`src/rtl/cla_arb_pkg.sv`:
```
// Shared types and constants for the round-robin CLA arbiter.
package cla_arb_pkg;

  typedef enum logic [1:0] {
    IDLE = 2'd0,
    EXEC = 2'd1,
    RESP = 2'd2
  } state_e;

  localparam int CLA_W       = 64;
  localparam int NUM_REQ_DEF = 4;

endpackage

```
`src/rtl/cla_rr_arbiter_cla64.sv`:
```
// 64-bit carry-lookahead adder: 4-bit lookahead groups with a group-carry chain.
module cla_64 (
  input  logic [63:0] a_i,
  input  logic [63:0] b_i,
  input  logic        cin_i,
  output logic [63:0] sum_o,
  output logic        cout_o
);

  always_comb begin
    logic [63:0] g;
    logic [63:0] p;
    logic [63:0] c;
    logic [16:0] gc;
    g     = a_i & b_i;
    p     = a_i ^ b_i;
    c     = '0;
    gc    = '0;
    gc[0] = cin_i;
    for (int k = 0; k < 16; k++) begin
      c[4*k]   = gc[k];
      c[4*k+1] = g[4*k] | (p[4*k] & gc[k]);
      c[4*k+2] = g[4*k+1] | (p[4*k+1] & g[4*k]) | ((&p[4*k +: 2]) & gc[k]);
      c[4*k+3] = g[4*k+2] | (p[4*k+2] & g[4*k+1]) | ((&p[4*k+1 +: 2]) & g[4*k])
               | ((&p[4*k +: 3]) & gc[k]);
      gc[k+1]  = g[4*k+3] | (p[4*k+3] & g[4*k+2]) | ((&p[4*k+2 +: 2]) & g[4*k+1])
               | ((&p[4*k+1 +: 3]) & g[4*k]) | ((&p[4*k +: 4]) & gc[k]);
    end
    sum_o  = p ^ c;
    cout_o = gc[16];
  end

endmodule

```
`src/rtl/cla_rr_arbiter_rr_pick.sv`:
```
// Combinational round-robin picker: the first valid index after last_grant, wrapping.
module rr_pick
  import cla_arb_pkg::*;
#(
  parameter int NUM_REQ = NUM_REQ_DEF,
  parameter int ID_W    = $clog2(NUM_REQ)
) (
  input  logic [NUM_REQ-1:0] req_i,
  input  logic [ID_W-1:0]    last_grant_i,
  output logic               any_o,
  output logic [ID_W-1:0]    grant_o
);

  logic [NUM_REQ-1:0]   mask;
  logic [2*NUM_REQ-1:0] dbl;
  logic                 found;

  // Low half holds only indices above last_grant; the high half is the wrapped copy.
  always_comb begin
    mask = '0;
    for (int i = 0; i < NUM_REQ; i++) begin
      mask[i] = (ID_W'(i) > last_grant_i);
    end
    dbl     = {req_i, req_i & mask};
    any_o   = |req_i;
    grant_o = '0;
    found   = 1'b0;
    for (int i = 0; i < 2*NUM_REQ; i++) begin
      if (!found && dbl[i]) begin
        found   = 1'b1;
        grant_o = ID_W'(i % NUM_REQ);
      end
    end
  end

endmodule

```
`src/rtl/cla_rr_arbiter.sv`:
```
// Round-robin arbiter sharing one CLA_64 between NUM_REQ requesters.
// Three-cycle issue: IDLE (grant) -> EXEC (add) -> RESP (hold until consumed).
module cla_rr_arbiter
  import cla_arb_pkg::*;
#(
  parameter int NUM_REQ = NUM_REQ_DEF,
  parameter int ID_W    = $clog2(NUM_REQ)
) (
  input  logic                     clk_i,
  input  logic                     rst_ni,
  input  logic [NUM_REQ-1:0]       req_valid_i,
  output logic [NUM_REQ-1:0]       req_ready_o,
  input  logic [NUM_REQ*CLA_W-1:0] req_a_i,
  input  logic [NUM_REQ*CLA_W-1:0] req_b_i,
  input  logic [NUM_REQ-1:0]       req_cin_i,
  output logic                     rsp_valid_o,
  input  logic                     rsp_ready_i,
  output logic [ID_W-1:0]          rsp_id_o,
  output logic [CLA_W-1:0]         rsp_result_o,
  output logic                     rsp_cout_o,
  output logic                     busy_o
);

  state_e             state_q, state_d;
  logic [ID_W-1:0]    last_grant_q;
  logic [CLA_W-1:0]   op_a_q, op_b_q;
  logic               op_cin_q;
  logic [ID_W-1:0]    op_id_q;
  logic [CLA_W-1:0]   rsp_result_q;
  logic               rsp_cout_q;
  logic [ID_W-1:0]    rsp_id_q;
  logic               pick_any;
  logic [ID_W-1:0]    pick_id;
  logic [CLA_W-1:0]   sum;
  logic               cout;
  logic               issue;

  rr_pick #(.NUM_REQ(NUM_REQ), .ID_W(ID_W)) u_pick (
    .req_i        (req_valid_i),
    .last_grant_i (last_grant_q),
    .any_o        (pick_any),
    .grant_o      (pick_id)
  );

  cla_64 u_cla (
    .a_i    (op_a_q),
    .b_i    (op_b_q),
    .cin_i  (op_cin_q),
    .sum_o  (sum),
    .cout_o (cout)
  );

  assign issue = (state_q == IDLE) && pick_any;

  always_ff @(posedge clk_i or negedge rst_ni) begin
    if (!rst_ni) state_q <= IDLE;
    else         state_q <= state_d;
  end

  always_comb begin
    state_d = state_q;
    case (state_q)
      IDLE:    if (pick_any) state_d = EXEC;
      EXEC:    state_d = RESP;
      RESP:    if (rsp_ready_i) state_d = IDLE;
      default: state_d = IDLE;
    endcase
  end

  // Ready is gated by reset so a held request is not acknowledged while in reset.
  always_comb begin
    req_ready_o = '0;
    if (issue && rst_ni) req_ready_o[pick_id] = 1'b1;
    rsp_valid_o = (state_q == RESP);
    busy_o      = (state_q != IDLE);
  end

  always_ff @(posedge clk_i or negedge rst_ni) begin
    if (!rst_ni) begin
      last_grant_q <= ID_W'(NUM_REQ - 1);
      op_a_q       <= '0;
      op_b_q       <= '0;
      op_cin_q     <= 1'b0;
      op_id_q      <= '0;
      rsp_result_q <= '0;
      rsp_cout_q   <= 1'b0;
      rsp_id_q     <= '0;
    end else begin
      if (issue) begin
        op_a_q       <= req_a_i[pick_id*CLA_W +: CLA_W];
        op_b_q       <= req_b_i[pick_id*CLA_W +: CLA_W];
        op_cin_q     <= req_cin_i[pick_id];
        op_id_q      <= pick_id;
        last_grant_q <= pick_id;
      end
      if (state_q == EXEC) begin
        rsp_result_q <= sum;
        rsp_cout_q   <= cout;
        rsp_id_q     <= op_id_q;
      end
    end
  end

  assign rsp_result_o = rsp_result_q;
  assign rsp_cout_o   = rsp_cout_q;
  assign rsp_id_o     = rsp_id_q;

endmodule

```
`config.mk`:
```
export PLATFORM = sky130hd
export DESIGN_NAME = cla_rr_arbiter
export DESIGN_NICKNAME = d
export VERILOG_FILES = /design/src/rtl/cla_arb_pkg.sv /design/src/rtl/cla_rr_arbiter_cla64.sv /design/src/rtl/cla_rr_arbiter_rr_pick.sv /design/src/rtl/cla_rr_arbiter.sv
export SDC_FILE = /design/constraint.sdc
export NUM_CORES = 1
export LEC_CHECK = 0
export CAP_MARGIN = 20
export CORE_AREA = 2 2 232 234
export DETAILED_ROUTE_END_ITERATION = 12
export DIE_AREA = 0 0 234 236
export PLACE_DENSITY = 0.61
export SLEW_MARGIN = 15
export SYNTH_ARGS = -nofsm -noshare
export SYNTH_HDL_FRONTEND = slang
export SYNTH_SLANG_ARGS = --single-unit
```
`constraint.sdc`:
```
create_clock -name clk_i -period 10.2 [get_ports clk_i]
set_input_delay 2.04 -clock clk_i [delete_from_list [all_inputs] [get_ports clk_i]]
set_output_delay 2.04 -clock clk_i [all_outputs]
set_load 0.005 [all_outputs]
```
==> flow_metrics.py <==
metrics = {
    "floorplan": {
        "pin_count": 596,
        "rows": 85,
        "fp.dieH_um": 236,
        "core-area_um2": 53100,
        "die_w_um": 234,
        "initial_core_util": 0.231,
        "die_area_um2": 55200,
    },
    "synthesis": {
        "syn-num-nets": 1917,
        "synth_edf_count": 0,
        "netlist_area_um2": 12300,
        "netlist_instances": 1314,
        "synth_seq_cells": 202,
        "avgSynthCellArea_um2": 9.34,
        "ys_seq_area_frac": 0.412,
        "synth-async-reset-ratio": 1.00,
        "yosysUniqueCellTypes": 64,
        "yosysTopAreaCellShare": 0.408,
        "synth_ff_type": "dfrtp_1",
        "synthTopCellsByArea": "dfrtp_1 41%, a22oi_1 16%, a31oi_1 6.6%",
        "yosys.area.top_type": "dfrtp_1",
        "yosys_warnings": 0,
    },
    "drt": {
        "wl_per_cell_um": 18.8,
        "dr_wl_met3_um": 2700,
        "wl_met2_um": 24600,
        "dr.pass1.iters": 5,
        "drc": 0,
        "highest_layer": "met4",
        "viasPerCell": 4.91,
        "drt_iter0_drc": 622,
        "vias": 12600,
        "drt-total-wl_um": 48100,
        "ant_nets": 0,
        "drt-met1-wl_um": 19800,
    },
    "clock_tree": {
        "clk_path_buf_depth": 3,
        "cts_hold_buf": 0,
        "cts_resized": 0,
        "htree_levels": 1,
        "tritoncts": "built",
        "clkSinkCount": 202,
        "cts_setup_buffers": 0,
        "numCtsBuffers": 25,
        "cts_root_buf": "clkbuf_16",
        "path_clk_slew_ns": 0.05,
        "insertion_delay_ns": 0.54,
    },
    "finish": {
        "drive_gt1_frac": 0.0504,
        "post-route-util": 0.371,
        "fin_nets": 2449,
        "areaGrowthSynthToFinish_pct": 60.6,
    },
    "sta": {
        "finalMaxSlewViolations": 0,
        "finalHoldViolCount": 0,
        "relSlewSlack": 0.376,
        "period_needed_ns": 6.86,
        "max_slew.worst_pin.slew_ns": 0.936,
        "setup_violations": 0,
        "timing.final.crit_share": 0.673,
        "setup-tns-final_ns": 0,
        "fin_skew_ns": 0.0124,
        "grt_setup_unrepaired": "false",
        "fmax_mhz": 146,
    },
    "place": {
        "port_buffers": 595,
        "place.gp.congestion": 0.852,
        "hpwl_um": 38100,
    },
    "job": {
        "max_cap_viol_count": 0,
    },
    "critical_path": {
        "start_kind": "primary input",
        "cp_data_arrival_time_ns": 4.82,
        "slowest_stage": "and2_4",
        "crit_chain": "clkdlybuf4s50_1 > nor2_1 > nor2_1 > nor3_1 > and2_4 > and3_1 > clkdlybuf4s50_1",
        "cp.required_ns": 8.16,
        "worstSetupPathType": "in2out",
        "crit_fanout": 67,
        "max_stage_delay_ns": 0.72,
        "critPathBufInv": 2,
        "crit_family": "simple AND/OR/NAND/NOR gates",
        "critPathCaptureType": "primary output",
    },
    "global_route": {
        "overflow": 0,
        "grt_max_degree": 98,
        "grt_use_total": 0.166,
        "antenna_found_initial": 3,
        "grt_pass1_vias": 12800,
        "grt_pass1_wl_um": 72200,
    },
    "min_path": {
        "hp-class": "reg2reg",
    },
    "pwr": {
        "finalPower_mw": 6.16,
        "power_density_nw_per_um2": 312,
        "ir_drop_v": 0.000121,
        "p_leak_nw": 7.59,
    },
    "run_status": {
        "status": "finished clean",
    },
}
-- final timing paths --
kind	depth (start not counted)	startpoint	slack (ns)	to
hold / removal	2	rsp_result_o[27]	0.48	rsp_result_o[27]
max in group asynchronous	3	rst_ni	6.73	op_b_q[45]
setup reg to reg	14	op_a_q[3]	6.18	rsp_result_o[45]
setup / recovery	7	req_valid_i[0]	3.34	req_ready_o[2]
min in group asynchronous	1	rst_ni	1.46	op_a_q[20]
hold reg to reg	2	rsp_result_o[27]	0.48	rsp_result_o[27]
-- where the power goes --
part	switching (mW)	internal, mW
clock network	0.358	0.569
registers	0.307	1.24
logic	1.99	1.69
-- cell families (layout without fill, tap and decap cells) --
family	Yosys count	in the layout	share of synthesized area
buffers and inverters	121	671	0.0370
and+or+nand+nor	293	293	0.104
other	0	1	0
adders and majority gates	80	80	0.0913
xor gates and xnor gates	41	41	0.0293
muxes	17	17	0.0155
DFF	202	202	0.412
AOI/OAI and AO/OA	560	560	0.311
-- synthesized netlist by cell type (2+ instances only) --
library cell and instances:
a22oi_1 260, dfrtp_1 200, nor2_1 146, a31oi_1 130, clkbuf_1 100, nand2_1 77, o21ai_0 65, ha_1 64
a21oi_1 42, xnor2_1 26, inv_1 18, fa_1 16, mux2_2 16, xor2_1 15, a21o_1 14, nor3_1 10
and3_1 9, nand2b_1 9, nand3_1 8, nand4_1 8, nor3b_1 7, and2_1 6, o21bai_1 6, o21a_1 5
o31ai_1 4, a211oi_1 3, nor2b_1 3, o21ai_1 3, a21boi_0 2, a21oi_2 2, a221oi_1 2, a31o_2 2
buf_1 2, dfstp_2 2, o211ai_1 2, or2_2 2
-- routing by layer --
metal / track usage / up-vias
li1: - / 6075
met1: 0.201 / 6091
met4: 0.0353 / 0
met2: 0.304 / 372
met5: 0 / -
met3: 0.0280 / 48
-- per-stage QoR --
stage / cell area [um2] / setup WS (ns) / hold WS, ns / instances
floorplan: 12300 / 4.68 / 0.460 / 1314
global placement: 18900 / 3.47 / 0.463 / 2515
detailed placement: 18900 / 3.32 / 0.468 / 2515
CTS: 19700 / 3.31 / 0.481 / 2560
global route: 19700 / 3.17 / 0.494 / 2561
finish: 19700 / 3.34 / 0.475 / 2561
-- area by class of cell --
cell class / count / area (um2)
fill: 5256 / 33400
multi-input combinational: 991 / 6810
timing repair buffer: 607 / 6050
sequential: 202 / 5060
tap: 696 / 871
clock buffer: 37 / 731
clock inverter: 8 / 121
inverter: 19 / 71.3
antenna: 1 / 2.50
-- flip-flops by register name, summed over array words and instances, names as in the netlist --
name          cells
rsp_cout_o        1
op_b_q           64
op_a_q           64
op_cin_q          1
rsp_id_o          2
state_q           2
last_grant_q      2
rsp_result_o     64
op_id_q           2
-- cell usage in the layout, fill, tap and decap left out, drive strengths merged, types with 6 or more instances in the layout --
cell type and count:
buf 13, xnor2 26, a21o 15, mux2 16, nor3b 7, a21oi 44
nand2 77, a31oi 131, nor2 146, and2 7, nand2b 9, clkbuf 37
nand3 8, dfrtp 200, clkdlybuf4s50 594, a22oi 260, nor3 10, o21ai 68
inv 20, nand4 8, and3 10, o21bai 6, fa 16, ha 64
xor2 15
-- worst reg2reg max path: stages (launching register included) --
cell and delay (ns):
dfrtp_1 0.40, ha_1 0.35, and2_4 0.17, a221o_1 0.39, o2111ai_2 0.30, a31oi_2 0.26
a211oi_2 0.33, o21a_1 0.26, inv_2 0.09, a21o_2 0.22, a41o_1 0.26, a21o_1 0.19
fa_1 0.38, xnor2_1 0.18, o21ai_0 0.10
Power figures use the tool's default switching activity.
